<file path="config.mk">
export PLATFORM = sky130hd
export DESIGN_NAME = serial_sub
export DESIGN_NICKNAME = d
export VERILOG_FILES = /design/src/rtl/serial_sub_pkg.sv /design/src/rtl/serial_sub_fs.sv /design/src/rtl/serial_sub.sv
export SDC_FILE = /design/constraint.sdc
export NUM_CORES = 1
export LEC_CHECK = 0
export CORE_ASPECT_RATIO = 0.75
export CORE_MARGIN = 3
export CORE_UTILIZATION = 51
export DETAILED_ROUTE_END_ITERATION = 10
export PLACE_DENSITY = 0.78
export REMOVE_ABC_BUFFERS = 1
export SYNTH_ARGS = -nofsm -noshare
export SYNTH_HDL_FRONTEND = slang
export SYNTH_SLANG_ARGS = --single-unit
</file>
<file path="constraint.sdc">
create_clock -name clk -period 1.8 [get_ports clk]
set_clock_uncertainty 0.15 [all_clocks]
set_input_delay 0.45 -clock clk [delete_from_list [all_inputs] [get_ports clk]]
set_output_delay 0.45 -clock clk [all_outputs]
set_load 0.005 [all_outputs]
</file>
<file path="src/rtl/serial_sub_pkg.sv">
// Shared definitions for the bit-serial subtractor: FSM states and default width.
// Latency: n/a (types and constants only).
// Backpressure: n/a.
package serial_sub_pkg;

    localparam int DEFAULT_WIDTH = 8;

    typedef enum logic [1:0] {
        IDLE  = 2'd0,
        SHIFT = 2'd1,
        DONE  = 2'd2
    } state_t;

endpackage

</file>
<file path="src/rtl/serial_sub_fs.sv">
// Single-bit full subtractor cell (borrow counterpart of the full adder), gate level.
// Latency: purely combinational.
// Backpressure: none.
// Ports: a (minuend bit), b (subtrahend bit), bin (borrow in),
//        diff (a ^ b ^ bin), bout (borrow out).
module fs (
    input  logic a,
    input  logic b,
    input  logic bin,
    output logic diff,
    output logic bout
);

    logic a_x_b;
    logic a_n;
    logic p_ab;
    logic p_abin;
    logic p_bbin;

    xor g_x0 (a_x_b, a, b);
    xor g_x1 (diff, a_x_b, bin);

    // Borrow out when (~a & b) | (~a & bin) | (b & bin).
    not g_n0 (a_n, a);
    and g_a0 (p_ab, a_n, b);
    and g_a1 (p_abin, a_n, bin);
    and g_a2 (p_bbin, b, bin);
    or  g_o0 (bout, p_ab, p_abin, p_bbin);

endmodule

</file>
<file path="src/rtl/serial_sub.sv">
// Bit-serial unsigned subtractor: diff = a - b mod 2^WIDTH, bout = (a < b), LSB first.
// Latency: start accepted at edge k -> done high between edges k+WIDTH and k+WIDTH+1.
// Backpressure: none; start is only sampled in IDLE, requests while busy/done are dropped.
// Ports: clk, rst (sync, active-high), start, a, b (operands, captured on accepted start),
//        busy (bits in flight), done (one-cycle result strobe), diff, bout (held results).
module serial_sub
    import serial_sub_pkg::*;
#(
    parameter int WIDTH = DEFAULT_WIDTH
) (
    input  logic             clk,
    input  logic             rst,
    input  logic             start,
    input  logic [WIDTH-1:0] a,
    input  logic [WIDTH-1:0] b,
    output logic             busy,
    output logic             done,
    output logic [WIDTH-1:0] diff,
    output logic             bout
);

    localparam int             CW   = $clog2(WIDTH + 1);
    localparam logic [CW-1:0]  LAST = CW'(WIDTH - 1);

    state_t           state;
    state_t           state_nxt;
    logic [WIDTH-1:0] a_sr;
    logic [WIDTH-1:0] b_sr;
    logic [WIDTH-1:0] work;
    logic [WIDTH-1:0] work_nxt;
    logic             borrow;
    logic [CW-1:0]    cnt;
    logic             last_bit;
    logic             cell_d;
    logic             cell_bo;

    fs u_fs (
        .a    (a_sr[0]),
        .b    (b_sr[0]),
        .bin  (borrow),
        .diff (cell_d),
        .bout (cell_bo)
    );

    assign last_bit = (cnt == LAST);

    // Difference bits enter at the MSB end; after WIDTH shifts bit 0 sits at the LSB.
    assign work_nxt = (work >> 1) | {cell_d, {(WIDTH - 1){1'b0}}};

    always_comb begin
        state_nxt = state;
        busy      = 1'b0;
        done      = 1'b0;
        case (state)
            IDLE: begin
                if (start) begin
                    state_nxt = SHIFT;
                end
            end
            SHIFT: begin
                busy = 1'b1;
                if (last_bit) begin
                    state_nxt = DONE;
                end
            end
            DONE: begin
                done      = 1'b1;
                state_nxt = IDLE;
            end
            default: begin
                state_nxt = IDLE;
            end
        endcase
    end

    always_ff @(posedge clk) begin
        if (rst) begin
            state  <= IDLE;
            a_sr   <= '0;
            b_sr   <= '0;
            work   <= '0;
            borrow <= 1'b0;
            cnt    <= '0;
            diff   <= '0;
            bout   <= 1'b0;
        end else begin
            state <= state_nxt;
            case (state)
                IDLE: begin
                    if (start) begin
                        a_sr   <= a;
                        b_sr   <= b;
                        work   <= '0;
                        borrow <= 1'b0;
                        cnt    <= '0;
                    end
                end
                SHIFT: begin
                    a_sr   <= a_sr >> 1;
                    b_sr   <= b_sr >> 1;
                    work   <= work_nxt;
                    borrow <= cell_bo;
                    cnt    <= cnt + CW'(1);
                    // Published results only move on the final bit, so they stay
                    // stable for the whole operation.
                    if (last_bit) begin
                        diff <= work_nxt;
                        bout <= cell_bo;
                    end
                end
                default: begin
                end
            endcase
        end
    end

endmodule

</file>
# Word level (Yosys, flattened, before mapping)

Index checks and enable logic that the tools add are counted.

Flip-flop bits (word level): 40
Output and inout bits: 11
Word-level logic and storage cells: 42

$add $sub $neg: 1
Eq/ne operators: 5
Multiplexer cells: 15
Bitwise operators: 7
Reductions and logical operators: 6

Operator list:

| cell                  | count |
|---|---|
| $pmux W8 S2           | 3 |
| $mux W8               | 3 |
| $or A7 B8 Y8          | 1 |
| $pmux W4 S2           | 1 |
| $reduce_and A2 Y1     | 3 |
| $add A4 B1 Y4 const B | 1 |
| $eq A4 B3 Y1 const B  | 1 |
| $mux W2               | 2 |
| $mux W4               | 1 |
| $ne A2 B2 Y1 const B  | 2 |
| $pmux W2 S2           | 1 |
| $and A1 B1 Y1         | 3 |
| $mux W1               | 3 |
| $reduce_or A3 Y1      | 1 |
| $eq A2 B1 Y1 const B  | 1 |
| $eq A2 B2 Y1 const B  | 1 |
| $logic_not A2 Y1      | 1 |
| $pmux W1 S2           | 1 |
| $reduce_bool A2 Y1    | 1 |
| $xor A1 B1 Y1         | 2 |
| $not A1 Y1            | 1 |

# Longest topological paths before layout

Gate-level depths: netlist of the first run.

Depth after elaboration: 4
Gate-level depth with buffers: 6
Mapped depth without buffers: 4

# By module

A second synthesis of the first run with hierarchy kept.

Cell total of the unflattened synthesis: 176
Area, all modules: 1645.3 um^2

By module, submodules not included:

| module     | instances | cells an instance | area an instance (um^2) |
|---|---|---|---|
| serial_sub | 1         | 173               | 1617.8 |
| fs         | 1         | 3                 | 27.5 |

# Worst setup path before layout of the first run

OpenSTA, ideal clock, no wires.

Kind: register to output
Start: register state[1]
End: output port done
Arrival time: 0.826 ns
Path slack: 0.374 ns
Stages on the path, launching flop included: 4
Path through: dfxtp_1 -> inv_1 -> clkbuf_1 -> nor2_1

Word-level cells in the longest chain between the ends: 2

RTL lines:

| what                   | line             | source |
|---|---|---|
| from (decl)            | serial_sub.sv:25 | `state_t state;` |
| from (signal assigned) | serial_sub.sv:87 | `state <= state_nxt;` |
| $eq A2 B2 Y1           | serial_sub.sv:54 | `case (state)` |
| $mux W1                | serial_sub.sv:54 |  |
| to (decl)              | serial_sub.sv:17 | `output logic done,` |

No other way between the ends.

# Worst setup path in the final report of the first run

Start: register diff[7]
End: output port diff[7]

RTL lines:

| what                   | line              | source |
|---|---|---|
| from (decl)            | serial_sub.sv:18  | `output logic [WIDTH-1:0] diff,` |
| from (signal assigned) | serial_sub.sv:107 | `diff <= work_nxt;` |

No word-level cell between the ends.

==> results.py, run 1 <==
metrics = {
    "status": {
        "status": "completed",
    },
    "flow_run": {
        "maxCapViolations": 0,
    },
    "finish": {
        "regArea_um2": 785,
        "finalNetCount": 231,
        "fillerInstances": 238,
        "drive_gt1_share_pct": 18.5,
        "layout_commonest_cell": "dfxtp_1",
        "final_cell_mix": "dfxtp_1 (36), nor2_1 (33), clkdlybuf4s50_1 (27)",
        "insertedDiodeCount": 0,
        "layout.cells.non_filler": 249,
        "multi_input_area_um2": 798,
        "area_delta_synth_final_pct": 24.5,
    },
    "synthesis": {
        "synthArstFlopShare_pct": 0,
        "ys_ff_latch": 39,
        "synth_area_per_cell_um2": 9.59,
        "synth_top_area_share_pct": 45.5,
        "syn-instance-count": 179,
        "yosysUniqueCellTypes": 37,
        "yosys.area.top_type": "dfxtp_1",
        "synth_edf_count": 0,
        "yosysSeqAreaShare_pct": 45.5,
        "ys_warn_count": 0,
        "ys_top_cells_by_area": "dfxtp_1 (45%), nor2_1 (7.4%), a211oi_1 (6.6%)",
        "syn-cell-area_mm2": 0.00172,
        "synth_ff_type": "dfxtp_1",
    },
    "worst_setup_path": {
        "criticalPathCategory": "flop to output port",
        "path_buf_inv": 1,
        "cp_top_family": "buffers and inverters",
        "worstPathMaxFanout": 2,
        "cp_data_arrival_time_ns": 1.12,
        "cp-end-kind": "output port",
        "crit_path_top_delay_cell": "clkdlybuf4s50_1",
        "critPathRequiredTime_ns": 1.20,
        "start_kind": "flop",
        "slowest_delay_ns": 0.49,
        "crit_chain": "clkdlybuf4s50_1",
    },
    "drt": {
        "antenna_left": 0,
        "drt_iter0_drc": 73,
        "viasPerCell": 5.76,
        "dr.pass1.iters": 4,
        "wirelength_um": 3680,
        "wl_per_cell_um": 14.8,
        "drc": 0,
        "num_vias": 1435,
    },
    "global_route": {
        "antenna_found_initial": 0,
        "grt_pass1_wl_um": 6300,
        "first_global_vias": 1360,
        "grt_max_degree": 40,
        "grt-ovfl-total": 0,
        "track_usage_pct": 19.4,
    },
    "cts": {
        "cts_buffers": 5,
        "clockRootBuffer": "clkbuf_8",
        "htreeDepth": 2,
        "clock_path_buffers": 2,
        "clk_pin_slew_ns": 0.08,
        "cts_tree": "built",
        "cts.sinks": 39,
        "insertion_delay_ns": 0.29,
    },
    "placement": {
        "gp_congestion": 0.804,
        "pre_cts_ws_ns": -0.0848,
        "hpwl_um": 2520,
        "port_buffers": 29,
        "dpl.cell_count": 240,
    },
    "timing": {
        "tightestPinTransition_ns": 0.404,
        "setup_tns_ns": 0,
        "rsz0062_at_grt": "false",
        "timing.hold.ws_ns": 0.324,
        "period_minus_slack_ns": 1.72,
        "slew_violations": 0,
        "fin_ws_ns": 0.0797,
        "timing.final.crit_share_pct": 95.6,
        "final_hold_viol_count": 0,
        "fmax_mhz": 581,
        "setup_viol": 0,
        "slew_headroom_pct": 73.0,
    },
    "die": {
        "core_mm2": 0.00308,
        "row_count": 17,
        "pin_count": 30,
        "initial_utilization_pct": 55.7,
        "die_h_um": 56.2,
        "die_x_um": 73.0,
        "die-area_mm2": 0.00411,
    },
    "worst_hold_path": {
        "hold_path.class": "flop to flop",
    },
    "power_and_ir_drop": {
        "irDropWorstVdd_mv": 0.540,
        "p_leak_nw": 0.792,
        "powerDensity_mw_per_mm2": 885,
    },
}
[power breakdown]
group | total [W] | internal [W] | leakage [nW] | switching, W
registers | 0.000926 | 0.000901 | 0.320 | 0.0000251
clock network | 0.000748 | 0.000448 | 0.0612 | 0.000300
logic | 0.000217 | 0.000105 | 0.411 | 0.000112
[Yosys cell counts (2+ instances only)]
library cell,n
dfxtp_1,39
nor2_1,34
a211oi_1,15
a22oi_1,10
nand3_1,10
a21oi_1,8
o2bb2ai_1,8
a21bo_2,7
o22ai_1,6
buf_6,4
nand2_1,4
buf_4,3
clkbuf_1,3
a21oi_2,2
buf_2,2
buf_8,2
inv_1,2
[registers in the layout, summed over array words and instances (netlist names)]
signal / cells
a_sr: 8
b_sr: 8
borrow: 1
bout: 1
cnt: 4
diff: 8
state: 2
work: 7
[final timing paths]
kind / start / slack, ns / cells past startpoint / endpoint
min reg2reg: work[1] / 0.32 / 2 / diff[0]
min: work[1] / 0.32 / 2 / diff[0]
max: diff[7] / 0.08 / 1 / diff[7]
max reg2reg: cnt[0] / 0.20 / 5 / diff[3]
[stage by stage]
step	cell area, µm²	util (%)	power (W)
after floorplan	1590	-	0.00105
after global placement	2010	65.2	0.00115
after detailed placement	2010	65.2	0.00116
after CTS	2140	69.4	0.00191
after global routing	2140	69.3	0.00197
final	2140	69.3	0.00189
[cell type report]
cell class,instances,share of cell area [%]
Tap cell,38,2.22
Timing Repair Buffer,39,17.4
Clock buffer,6,3.86
Inverter,4,0.820
Sequential cell,39,36.7
Clock inverter,2,1.64
Multi-Input combinational cell,121,37.4
[routing by layer]
layer	part of all wire (%)	global-route usage, %	wire [µm]
met5	0	0	0
met1	48	25.8	1770
met3	3.4	5.23	124
met4	1.2	8.42	46
met2	47	29.2	1740
[cells by family (layout without fill, tap and decap cells)]
family                     count (synthesis)  after routing  share of synthesized area, %
buffers and inverters                     19             51                          8.16
DFF                                       39             39                          45.5
and+or+nand+nor                           55             55                          14.4
adders and majority gates                  2              2                          1.89
AOI/OAI and AO/OA                         64             64                          30.0
[repair_timing]
| action | CTS | global route |
|---|---|---|
| endpoints found under the hold margin | 0 | 0 |
| gates resized for setup | 5 | 3 |
| setup endpoints to repair | 2 | 2 |
| hold buffers | 0 | 0 |
| buffers inserted | 1 | 0 |
No activity file was read; power rests on OpenSTA's default activity.
==> inputs of run 2 (changes only) <==
--- a/config.mk
+++ b/config.mk
@@ -5,6 +5,7 @@
 export SDC_FILE = /design/constraint.sdc
 export NUM_CORES = 1
 export LEC_CHECK = 0
+export ABC_CLOCK_PERIOD_IN_PS = 1800
 export CORE_ASPECT_RATIO = 0.75
 export CORE_MARGIN = 3
 export CORE_UTILIZATION = 51
==> results of run 2 <==
No change in the layout: final DEF, timing and power equal those of run 1.
